`src/rtl/ps2_scan_decode_if.sv`:
```
// ps2_scan_decode_if
//   Bundles the byte-in strobe and the letter-out handshake of the PS/2
//   scan-code decoder.
//   scan_valid   : one-cycle strobe, scan_code holds a complete set-2 byte
//   scan_code    : received byte
//   letter_ready : consumer accepts letter this cycle when letter_valid=1
//   letter_valid : letter holds a decoded keypress
//   letter       : letter index 0 (A) .. 25 (Z)
//   overflow     : sticky, a decoded letter was dropped on a full buffer
//   master = byte source / letter consumer side, slave = decoder side.
interface ps2_scan_decode_if;
  logic       scan_valid;
  logic [7:0] scan_code;
  logic       letter_ready;
  logic       letter_valid;
  logic [4:0] letter;
  logic       overflow;

  modport master (
    output scan_valid, scan_code, letter_ready,
    input  letter_valid, letter, overflow
  );

  modport slave (
    input  scan_valid, scan_code, letter_ready,
    output letter_valid, letter, overflow
  );
endinterface

```
`src/rtl/ps2_scan_decode.sv`:
```
// ps2_scan_decode
//   Turns a stream of PS/2 set-2 scan bytes into letter indices A..Z.
//   Tracks F0/E0 prefixes, optionally drops typematic repeats of the held
//   key, and presents each letter through a one-entry valid/ready buffer.
//   Ports:
//     clk   : 50 MHz system clock, rising edge
//     rst_l : asynchronous active-low reset
//     bus   : ps2_scan_decode_if.slave (byte input, letter output, overflow)
//   Parameter SUPPRESS_REPEAT: 1 drops repeats of the held key, 0 emits all.
module ps2_scan_decode #(
  parameter bit SUPPRESS_REPEAT = 1'b1
) (
  input  logic               clk,
  input  logic               rst_l,
  ps2_scan_decode_if.slave   bus
);

  typedef enum logic [1:0] {IDLE, BRK, EXT, EXT_BRK} state_t;

  localparam logic [7:0] CODE_BRK = 8'hF0;
  localparam logic [7:0] CODE_EXT = 8'hE0;

  state_t     r_state;
  logic       r_held;
  logic [7:0] r_held_code;
  logic       r_letter_valid;
  logic [4:0] r_letter;
  logic       r_overflow;

  // Returns {hit, index}; hit=0 for any code that is not a letter key.
  function automatic logic [5:0] letter_map(input logic [7:0] code);
    logic [5:0] res;
    res = 6'd0;
    unique case (code)
      8'h1C: res = {1'b1, 5'd0};
      8'h32: res = {1'b1, 5'd1};
      8'h21: res = {1'b1, 5'd2};
      8'h23: res = {1'b1, 5'd3};
      8'h24: res = {1'b1, 5'd4};
      8'h2B: res = {1'b1, 5'd5};
      8'h34: res = {1'b1, 5'd6};
      8'h33: res = {1'b1, 5'd7};
      8'h43: res = {1'b1, 5'd8};
      8'h3B: res = {1'b1, 5'd9};
      8'h42: res = {1'b1, 5'd10};
      8'h4B: res = {1'b1, 5'd11};
      8'h3A: res = {1'b1, 5'd12};
      8'h31: res = {1'b1, 5'd13};
      8'h44: res = {1'b1, 5'd14};
      8'h4D: res = {1'b1, 5'd15};
      8'h15: res = {1'b1, 5'd16};
      8'h2D: res = {1'b1, 5'd17};
      8'h1B: res = {1'b1, 5'd18};
      8'h2C: res = {1'b1, 5'd19};
      8'h3C: res = {1'b1, 5'd20};
      8'h2A: res = {1'b1, 5'd21};
      8'h1D: res = {1'b1, 5'd22};
      8'h22: res = {1'b1, 5'd23};
      8'h35: res = {1'b1, 5'd24};
      8'h1A: res = {1'b1, 5'd25};
      default: res = 6'd0;
    endcase
    return res;
  endfunction

  logic [5:0] w_map;
  logic       w_make;
  logic       w_repeat;
  logic       w_emit;
  logic       w_break;
  logic       w_consume;

  always_comb begin
    w_map     = letter_map(bus.scan_code);
    // A byte in IDLE that is not a prefix is a make code.
    w_make    = bus.scan_valid && (r_state == IDLE) &&
                (bus.scan_code != CODE_BRK) && (bus.scan_code != CODE_EXT);
    w_repeat  = SUPPRESS_REPEAT && r_held && (bus.scan_code == r_held_code);
    w_emit    = w_make && w_map[5] && !w_repeat;
    w_break   = bus.scan_valid && (r_state == BRK);
    w_consume = r_letter_valid && bus.letter_ready;
  end

  always_ff @(posedge clk or negedge rst_l) begin
    if (!rst_l) begin
      r_state        <= IDLE;
      r_held         <= 1'b0;
      r_held_code    <= 8'h00;
      r_letter_valid <= 1'b0;
      r_letter       <= 5'd0;
      r_overflow     <= 1'b0;
    end else begin
      // Prefix tracking; only advances on a byte strobe.
      if (bus.scan_valid) begin
        unique case (r_state)
          IDLE: begin
            if (bus.scan_code == CODE_BRK)      r_state <= BRK;
            else if (bus.scan_code == CODE_EXT) r_state <= EXT;
            else                                r_state <= IDLE;
          end
          BRK:     r_state <= IDLE;
          EXT:     r_state <= (bus.scan_code == CODE_BRK) ? EXT_BRK : IDLE;
          EXT_BRK: r_state <= IDLE;
          default: r_state <= IDLE;
        endcase
      end

      // Held-key tracking: an emitting make latches the key, its break
      // releases it. A break of some other key leaves the held key alone.
      if (w_emit) begin
        r_held      <= 1'b1;
        r_held_code <= bus.scan_code;
      end else if (w_break && (bus.scan_code == r_held_code)) begin
        r_held      <= 1'b0;
      end

      // One-entry output buffer. A slot freed this cycle can be refilled
      // in the same cycle, so back-to-back traffic never overflows.
      if (w_emit) begin
        if (!r_letter_valid || bus.letter_ready) begin
          r_letter_valid <= 1'b1;
          r_letter       <= w_map[4:0];
        end else begin
          r_overflow     <= 1'b1;
        end
      end else if (w_consume) begin
        r_letter_valid <= 1'b0;
      end
    end
  end

  assign bus.letter_valid = r_letter_valid;
  assign bus.letter       = r_letter;
  assign bus.overflow     = r_overflow;

endmodule

```
`src/flat_wrapper.sv`:
```
// flat-port wrapper written by rule: the top's interface ports become plain ports
module ps2_scan_decode_flat 
#(
  parameter bit SUPPRESS_REPEAT = 1'b1
)
  (clk, rst_l, bus_scan_valid, bus_scan_code, bus_letter_ready, bus_letter_valid, bus_letter, bus_overflow);
  ps2_scan_decode_if bus_i ();
  input  logic clk;
  input  logic rst_l;
  input wire logic [$bits(bus_i.scan_valid)-1:0] bus_scan_valid;
  input wire logic [$bits(bus_i.scan_code)-1:0] bus_scan_code;
  input wire logic [$bits(bus_i.letter_ready)-1:0] bus_letter_ready;
  output wire logic [$bits(bus_i.letter_valid)-1:0] bus_letter_valid;
  output wire logic [$bits(bus_i.letter)-1:0] bus_letter;
  output wire logic [$bits(bus_i.overflow)-1:0] bus_overflow;
  assign bus_i.scan_valid = bus_scan_valid;
  assign bus_i.scan_code = bus_scan_code;
  assign bus_i.letter_ready = bus_letter_ready;
  assign bus_letter_valid = bus_i.letter_valid;
  assign bus_letter = bus_i.letter;
  assign bus_overflow = bus_i.overflow;
  ps2_scan_decode #(.SUPPRESS_REPEAT(SUPPRESS_REPEAT)) u_core (.clk(clk), .rst_l(rst_l), .bus(bus_i));
endmodule
```
`config.mk`:
```
export PLATFORM = sky130hd
export DESIGN_NAME = ps2_scan_decode_flat
export DESIGN_NICKNAME = d
export VERILOG_FILES = /design/src/rtl/ps2_scan_decode_if.sv /design/src/rtl/ps2_scan_decode.sv /design/src/flat_wrapper.sv
export SDC_FILE = /design/constraint.sdc
export NUM_CORES = 1
export LEC_CHECK = 0
export ABC_AREA = 1
export CORE_ASPECT_RATIO = 0.6
export CORE_MARGIN = 4
export CORE_UTILIZATION = 55
export CTS_CLUSTER_DIAMETER = 50
export CTS_CLUSTER_SIZE = 16
export DETAILED_ROUTE_END_ITERATION = 12
export GPL_TIMING_DRIVEN = 1
export PLACE_DENSITY_LB_ADDON = 0.1
export SLEW_MARGIN = 10
export SYNTH_ARGS = -nofsm -noshare
export SYNTH_HDL_FRONTEND = slang
export SYNTH_SLANG_ARGS = --single-unit
```
`constraint.sdc`:
```
create_clock -name clk -period 1.63 [get_ports clk]
set_input_delay 0.489 -clock clk [delete_from_list [all_inputs] [get_ports clk]]
set_output_delay 0.489 -clock clk [all_outputs]
set_load 0.05 [all_outputs]
```
==> results.md, run 1 <==
- Status: did not finish
- Failed at: 4_1_cts
- First error: [ERROR DPL-0038] Utilization greater than 100%, impossible to legalize
- Width of the die: roughly 74 um
- HPWL after detailed placement: ~4200 um
- Placed Instance Area: 2060 sq um
- CTS Buf Count: 3
- Mean Syn Cell Area: between 6 and 7 sq um
- Xor/xnor share of the synthesized area: under 10%
- Dpl ws: -0.759 ns
- Cell taking the most area after synthesis: dfrtp_1
- Post-synthesis sequential area ratio: between 30% and 40%
- Post-synthesis compound-gate area fraction: 11.8%
- Postcts setup bufs: 7
- Cell at the root of the clock tree: clkbuf_8
- Synthesized area: 1430 sq um
- Syn_nets: about 240
- Synth area leaders: dfrtp_1 32%, nand2_1 22%, nand3_1 8.8%, inv_1 6.0%, nor2_1 5.3%
- Die H: about 47 um
- Post-CTS sizing: 67
- CTS max path bufs: 2
- Synth Area in Simple Gates: 43.6%
- Yosys cell types: 22
- Site Rows: 13
- Largest family of logic cells by synthesized area: simple AND/OR/NAND/NOR gates
- H-Tree Depth: 1
- Post-synth top area share: a little under a third
- Clock Sinks: 18
- Yosys warning count: 0
- IO Port Bufs: 18
- Final GP Congestion: approximately 1
- Hold buffers post-CTS: 0
- Mux contribution to synthesized area: 0%
- Synthesized netlist cell count: about 220
- #FFs+latches synth: 18
- Initial Util: between 60% and 70%
- Post-Synth Adder-Cell Area: less than 1%
- # IOs: 19
==> cell usage after synthesis <==
cell,number
o41ai_1,2
a21oi_1,8
buf_2,5
nor2_1,20
nor2_8,1
nand2_2,5
xnor2_1,4
o21ai_2,6
o21bai_2,1
nand3_1,25
nand2_1,84
o21a_1,1
buf_6,1
o21ai_0,8
inv_2,4
nand3_2,2
nand4_1,3
nor4_1,1
ha_1,1
nand2_4,1
dfrtp_1,18
inv_1,23
==> per-stage QoR <==
step | setup TNS, ns | std cells
3_3_place_gp | -10.48 | 311
2_1_floorplan | 0 | 224
3_5_place_dp | -12.35 | 311
==> cells by family after synthesis <==
kind of cell | count (synthesis)
flops | 18
buf+inv | 33
xor+xnor | 4
compound gates | 26
simple gates | 142
fa+ha+maj | 1
==> inputs of run 2 (changes only) <==
--- a/config.mk
+++ b/config.mk
@@ -6,14 +6,11 @@
 export NUM_CORES = 1
 export LEC_CHECK = 0
 export ABC_AREA = 1
-export CORE_ASPECT_RATIO = 0.6
-export CORE_MARGIN = 4
-export CORE_UTILIZATION = 55
-export CTS_CLUSTER_DIAMETER = 50
-export CTS_CLUSTER_SIZE = 16
+export CORE_AREA = 4 4 65 67
 export DETAILED_ROUTE_END_ITERATION = 12
+export DIE_AREA = 0 0 69 71
 export GPL_TIMING_DRIVEN = 1
-export PLACE_DENSITY_LB_ADDON = 0.1
+export PLACE_DENSITY_LB_ADDON = 0.15
 export SLEW_MARGIN = 10
 export SYNTH_ARGS = -nofsm -noshare
 export SYNTH_HDL_FRONTEND = slang
==> run 2 against run 1 <==
Net effect: synthesized cell count stayed put; the run now ends clean; synthesized area stayed put.
==> results.md, run 2 <==
- Share of layout cells above drive strength 1: a little under half
- Max VDD drop: ~0.59 mV
- Final count of pins violating max slew: 0
- Hold Startpoint: u_core.r_held_code[1]
- Grt ovf: 0
- WS Path Type: in -> reg
- Post-synthesis sequential area ratio: between 30% and 40%
- Final setup viols: 0
- Vias in the first global route: ~1700
- Final worst slack: roughly 0.011 ns
- Cell taking the most area after synthesis: dfrtp_1
- Antenna diode count: 0
- Width of the die: between 60 and 70 um
- Pre-antenna DRT Iters: 4
- Cell at the root of the clock tree: clkbuf_8
- Routed WL: 4670 um
- Fill count: between 300 and 400
- Synth area leaders: dfrtp_1 32%, nand2_1 22%, nand3_1 8.8%, inv_1 6.0%, nor2_1 5.3%
- CTS clk-pin slew, worst paths: about 0.070 ns
- Synthesized netlist cell count: around 220
- Setup Skew: ~0.0048 ns
- Site Rows: 22
- Worst Setup SP: bus_scan_code[0]
- Crit path max fanout: 8
- Avg WL per Cell: 13.5 um
- Arrival time at the worst endpoint: 1.76 ns
- Commonest cells post-synth: 84 x nand2_1, 25 x nand3_1, 23 x inv_1
- Average vias per placed instance: between 4 and 5
- Post-synth EDFFs: 0
- Status: finished, final reports clean
- Req. time, crit path: between 1.5 and 2 ns
- Commonest non-fill, non-tap cell in the layout: nand2_1
- Core ar.: 3630 sq um
- FMAX: between 600 and 700 MHz
- P_leak: between 1 and 1.5 nW
- Worst path top cell family by delay: simple AND/OR/NAND/NOR gates
- Asr flop ratio synth: 100%
- Drt drc: 0
- # IOs: 19
- H-Tree Depth: 1
- Initial antenna violation count: 0
- Die ar.: about 4900 sq um
- Most frequent cells in the layout: 72 x nand2_1, 48 x buf_4, 18 x inv_1, 18 x dfrtp_1, 17 x nand3_1
- GRT Overall Usage: a little under a fifth
- Via count: 1708
- Maxcap violations: 0
- Post-synthesis compound-gate area fraction: a little under an eighth
- Yosys warning count: 0
- Hold buffers post-CTS: 0
- Synth Area in Simple Gates: between 40% and 50%
- #FFs+latches synth: 18
- Mean Syn Cell Area: 6.37 sq um
- Largest net degree at the start of global routing: 19
- Post-Synth Adder-Cell Area: less than 1%
- Slew Limit Headroom: between 70 and 80%
- Crit-path slowest cell: nand2_4
- CTS Buf Count: 3
- IO Port Bufs: 18
- CP cell instances: buf_6 -> buf_8 -> buf_6 -> nor2_4 -> nand2_2 -> nand3_2 -> nand2_1 -> nand2_1 -> nand3_2 -> nand2_4 -> nand3_4 -> nand2_1 -> nand2_1
- Worst Tran Pin Value: 0.385 ns
- Most used cell, CP: nand2_1
- Hold Crit Class: reg -> reg
- Nets: about 310
- Iter 0 DRT Violations: between 90 and 100
- Fin crit period: 1.62 ns
- Synthesized area: about 1400 sq um
- R2r startpoint: u_core.r_held_code[2]
- Max reg flops: 8
- Clock Sinks: 18
- HPWL after detailed placement: ~3200 um
- Worst stage delay on the critical path: 0.17 ns
- Skew-Pair Late Insertion Delay: roughly 0.25 ns
- Initial Util: around 39%
- Mux contribution to synthesized area: 0%
- Area grow syn2layout: 73.3%
- Crit path capture type: flip-flop
- Final core occ: between 60% and 70%
- Top reg by flops: u_core.r_held_code
- Yosys cell types: 22
- CTS tree: yes
- Power Dens Cells: between 700 and 800 nW/um^2
- Final GP Congestion: 0.970
- Main flop type after synthesis: dfrtp_1
- Syn_nets: about 240
- Dpl ws: -0.676 ns
- Setup TNS: 0 ns
- Crit share post-route: approximately 99%
- Critical Path Source Type: primary input
- Most common cell in the netlist: nand2_1
- Largest family of logic cells by synthesized area: simple AND/OR/NAND/NOR gates
- Final hold vios: 0
- WP buf/inv: 3
- Xor/xnor share of the synthesized area: 2.45%
- Die H: between 70 and 80 um
- Post-synth top area share: a little under a third
- CTS max path bufs: 2
- ANT nets after route: 0
- First-pass GRT wire length: between 7000 and 8000 um
[run 2: path summary, 6_finish.rpt]
| kind | endpoint | slack [ns] | cells after the start |
|---|---|---|---|
| setup / recovery | u_core.bus.letter[3] | 0.01 | 13 |
| hold / removal | u_core.r_held_code[1] | 0.51 | 2 |
| setup reg to reg | u_core.bus.letter[3] | 0.14 | 9 |
| hold reg to reg | u_core.r_held_code[1] | 0.51 | 2 |
| max in group asynchronous | u_core.r_held_code[2] | 0.88 | 2 |
| min in group asynchronous | u_core.r_held | 0.56 | 2 |
[run 2: worst reg2reg max path, stage by stage (launching register included)]
cell and delay, ns:
dfrtp_1 0.41, xnor2_2 0.15, nand2_1 0.08, nor2_2 0.16, nand3_2 0.14, nand2_4 0.12
nor2_8 0.06, buf_6 0.12, nand4_1 0.07, nand2_1 0.06
[run 2: layout make-up]
cell class              instances  area (sq um)  share of cell area, %
clock buffers                   4          55.1                   2.23
flip-flops and latches         18           450                   18.2
repair buffers                 75           717                   29.0
inverters                      27           119                   4.81
multi-input cells             174          1070                   43.3
well taps                      48          60.1                   2.43
[run 2: logic make-up after synthesis]
kind of cell,Yosys count
buffers and inverters,33
xor gates and xnor gates,4
and+or+nand+nor,142
DFF,18
adders and majority gates,1
AOI/OAI and AO/OA,26
[run 2: repair_timing]
item | in CTS | in global routing
gates resized for setup | 45 | 49
cloned | 1 | 0
endpoints found under the setup margin | 18 | 17
pin swaps | 16 | 26
buffers inserted | 5 | 5
[run 2: metrics by stage]
stage          area (sq um)  std cells  total power [mW]  hold WS, ns
2_1_floorplan          1490        224             0.971        0.193
3_3_place_gp           2110        331              1.30        0.485
3_5_place_dp           2110        331              1.30        0.495
4_1_cts                2300        341              1.71        0.511
5_1_grt                2470        346              1.88        0.543
6_report               2470        346              1.77        0.506
[run 2: metal layers]
metal,routed length (um),track usage [%],up-vias
met5,0,0,-
met4,109,7.59,0
met3,205,2.98,12
met2,2350,32.9,44
met1,2000,23.7,790
li1,-,-,862
[run 2: power by group]
| part | switching (mW) | total (mW) | internal (mW) |
|---|---|---|---|
| Clock | 0.144 | 0.358 | 0.215 |
| Sequential | 0.0691 | 0.592 | 0.523 |
| Combinational | 0.430 | 0.817 | 0.387 |
No activity file was read; power rests on OpenSTA's default activity.
==> inputs of run 3 (changes only) <==
--- a/config.mk
+++ b/config.mk
@@ -11,6 +11,7 @@
 export DIE_AREA = 0 0 69 71
 export GPL_TIMING_DRIVEN = 1
 export PLACE_DENSITY_LB_ADDON = 0.15
+export SKIP_LAST_GASP = 1
 export SLEW_MARGIN = 10
 export SYNTH_ARGS = -nofsm -noshare
 export SYNTH_HDL_FRONTEND = slang
==> constraint.sdc (replaced) <==
create_clock -name clk -period 1.6 [get_ports clk]
set_input_delay 0.48 -clock clk [delete_from_list [all_inputs] [get_ports clk]]
set_output_delay 0.48 -clock clk [all_outputs]
set_load 0.05 [all_outputs]
==> run 3 against run 2 <==
Net effect: sequential share of layout area rose by 0.14 points; cell count is 0.87% lower; first-iteration DRC count is 52% lower; non-clock buffer count shrank 3; clock power up 3%; critical path type unchanged; setup slack better by 0.074 ns; clock skew down 0.0029 ns; wire length shrank 6.9%; sequential power rose by 2%; count of clock-buffer cells in the layout is the same; critical path depth down 1; largest power group unchanged.
==> results.md, run 3 (synthesis results as in run 2) <==
- Status: finished, final reports clean
- FMAX: approximately 660 MHz
- Crit path max fanout: 8
- RSZ-0062 raised after global routing: yes
- Worst path top cell family by delay: simple AND/OR/NAND/NOR gates
- FF-to-FF path depth: 8
- Power Internal: 1.14 mW
- Cell at the root of the clock tree: clkbuf_8
- Die H: 71 um
- Power Dens Cells: between 700 and 800 nW/um^2
- Hold Startpoint: u_core.r_held_code[3]
- Hold Crit Class: reg -> reg
- Slew Limit Headroom: about three quarters
- Final hold vios: 0
- Req. time, crit path: between 1.5 and 2 ns
- Initial Util: approximately 39%
- Hold worst-path end: u_core.r_held_code[3]
- Worst reg-to-reg setup slack: between 0.1 and 0.15 ns
- Combinational share of power: between 40 and 50%
- Die ar.: ~4900 sq um
- Skew-Pair Late Insertion Delay: between 0.2 and 0.3 ns
- ANT nets after route: 0
- Average vias per placed instance: around 4.8
- Clock share of power: about 20%
- First-pass GRT wire length: between 7000 and 8000 um
- Site Rows: 22
- Arrival time at the worst endpoint: about 1.7 ns
- R2r startpoint: u_core.r_state[0]
- Grt met2 use: a little under a third
- Finished layout cell area: between 2000 and 2500 sq um
- GR Layer Usage met3: under 10%
- Share of layout cells above drive strength 1: between 40% and 50%
- Largest net degree at the start of global routing: 19
- Initial antenna violation count: 0
- CTS Buf Count: 3
- Reg power frac: 33.5%
- Width of the die: between 60 and 70 um
- IO Port Bufs: 18
- Worst stage delay on the critical path: around 0.19 ns
- Sw Share: 36.6%
- Max VDD drop: approximately 0.65 mV
- Grt ovf: 0
- CP cell instances: buf_6 -> inv_6 -> nand2_4 -> nand3_2 -> nand2_2 -> nand3_2 -> nand2_2 -> inv_2 -> nor2_8 -> nand3_4 -> nand2_2 -> nand2_2
- Net Sw Power: 0.659 mW
- CTS max path bufs: 2
- Setup Skew: 0.00191 ns
- Max reg flops: 8
- Pre-antenna DRT Iters: 4
- RR Endpoint: u_core.bus.letter[0]
- Most frequent cells in the layout: 66 x nand2_1, 46 x buf_4, 18 x dfrtp_1
- Worst Tran Pin Value: about 0.36 ns
- WHS: approximately 0.51 ns
- Setup TNS: 0 ns
- WP buf/inv: 3
- H-Tree Depth: 1
- Final setup viols: 0
- Core ar.: between 3000 and 4000 sq um
- Crit-path slowest cell: nor2_8
- Routed WL: ~4300 um
- Crit share post-route: a little over nine tenths
- CTS clk-pin slew, worst paths: 0.07 ns
- WS Path Type: in -> reg
- # IOs: 19
- Most crowded layer after global routing: met2
- Avg WL per Cell: ~13 um
- Hold Path Stages: 2
- Final count of pins violating max slew: 0
- CTS tree: yes
- Iter 0 DRT Violations: 44
- Top reg by flops: u_core.r_held_code
- Drt drc: 0
- Placed Instance Area: 2130 sq um
- Commonest non-fill, non-tap cell in the layout: nand2_1
- Met1 Use GR: about a quarter
- Fin crit period: between 1.5 and 2 ns
- P_leak: 1.24 nW
- Via count: 1659
- HPWL after detailed placement: 3290 um
- Critical Path Source Type: primary input
- Most used cell, CP: nand2_2
- Hold buffers post-CTS: 0
- Pwr Total: between 1.5 and 2 mW
- Nets: 309
- Antenna diode count: 0
- Area grow syn2layout: 72.0%
- Final GP Congestion: 0.850
- Crit path capture type: flip-flop
- Clock Sinks: 18
- Vias in the first global route: about 1600
- GRT Overall Usage: between 10% and 20%
- Maxcap violations: 0
-- run 3: layout make-up --
| type | count | area, sq um |
|---|---|---|
| inverter | 27 | 125 |
| clock buffer | 4 | 55.1 |
| sequential | 18 | 450 |
| multi-input combinational | 174 | 1070 |
| fill | 319 | 1180 |
| tap | 48 | 60.1 |
| timing repair buffer | 72 | 689 |
-- run 3: timing repair --
action	CTS	global route
resized for setup	63	41
cloned	1	0
buffers inserted	4	1
endpoints found under the setup margin	18	16
pin swaps	21	27
endpoints found under the hold margin	0	0
-- run 3: worst max path at each step --
stage	startpoint	endpoint	slack, ns	cells after the start
2_1_floorplan	bus_scan_code[3]	u_core.r_held_code[5]	-0.002	11
3_3_place_gp	bus_scan_code[1]	u_core.bus.letter[0]	-0.78	12
3_5_place_dp	bus_scan_code[1]	u_core.bus.letter[0]	-0.80	12
4_1_cts	bus_scan_code[5]	u_core.bus.letter[1]	0.003	12
5_1_grt	bus_scan_code[3]	u_core.bus.letter[1]	-0.01	12
6_report	bus_scan_code[1]	u_core.bus.letter[0]	0.08	12
-- run 3: power by group through the flow --
stage	combinational [mW]	sequential, mW	clock, mW
2_1_floorplan	0.306	0.686	0
3_3_place_gp	0.720	0.608	0
3_5_place_dp	0.729	0.607	0
4_1_cts	0.776	0.601	0.378
5_1_grt	0.900	0.615	0.393
6_report	0.829	0.603	0.368
-- run 3: per-stage QoR --
stage | util [%] | setup slack, ns | instances
floorplan | - | -0.00154 | 224
global placement | 58.6 | -0.775 | 333
detailed placement | 58.6 | -0.801 | 333
CTS | 64.5 | 0.00327 | 342
global route | 67.6 | -0.0124 | 343
finish | 67.6 | 0.0845 | 343
-- run 3: worst register-to-register path, delay by kind of cell (launching register included) --
family | cells | cell delay (ns)
flip-flops | 1 | 0.42
AND/OR/NAND/NOR | 8 | 0.97
-- run 3: metal layers --
layer,routed length (um),vias to the layer above
met5,0,-
met4,72,0
met3,160,6
met2,2180,34
met1,1930,759
li1,-,860
==> inputs of run 4 (changes only) <==
--- a/config.mk
+++ b/config.mk
@@ -10,6 +10,7 @@
 export DETAILED_ROUTE_END_ITERATION = 12
 export DIE_AREA = 0 0 69 71
 export GPL_TIMING_DRIVEN = 1
+export HOLD_SLACK_MARGIN = 0.15
 export PLACE_DENSITY_LB_ADDON = 0.15
 export SKIP_LAST_GASP = 1
 export SLEW_MARGIN = 10
==> results of run 4 <==
No change in the layout: final DEF, timing and power equal those of run 3.
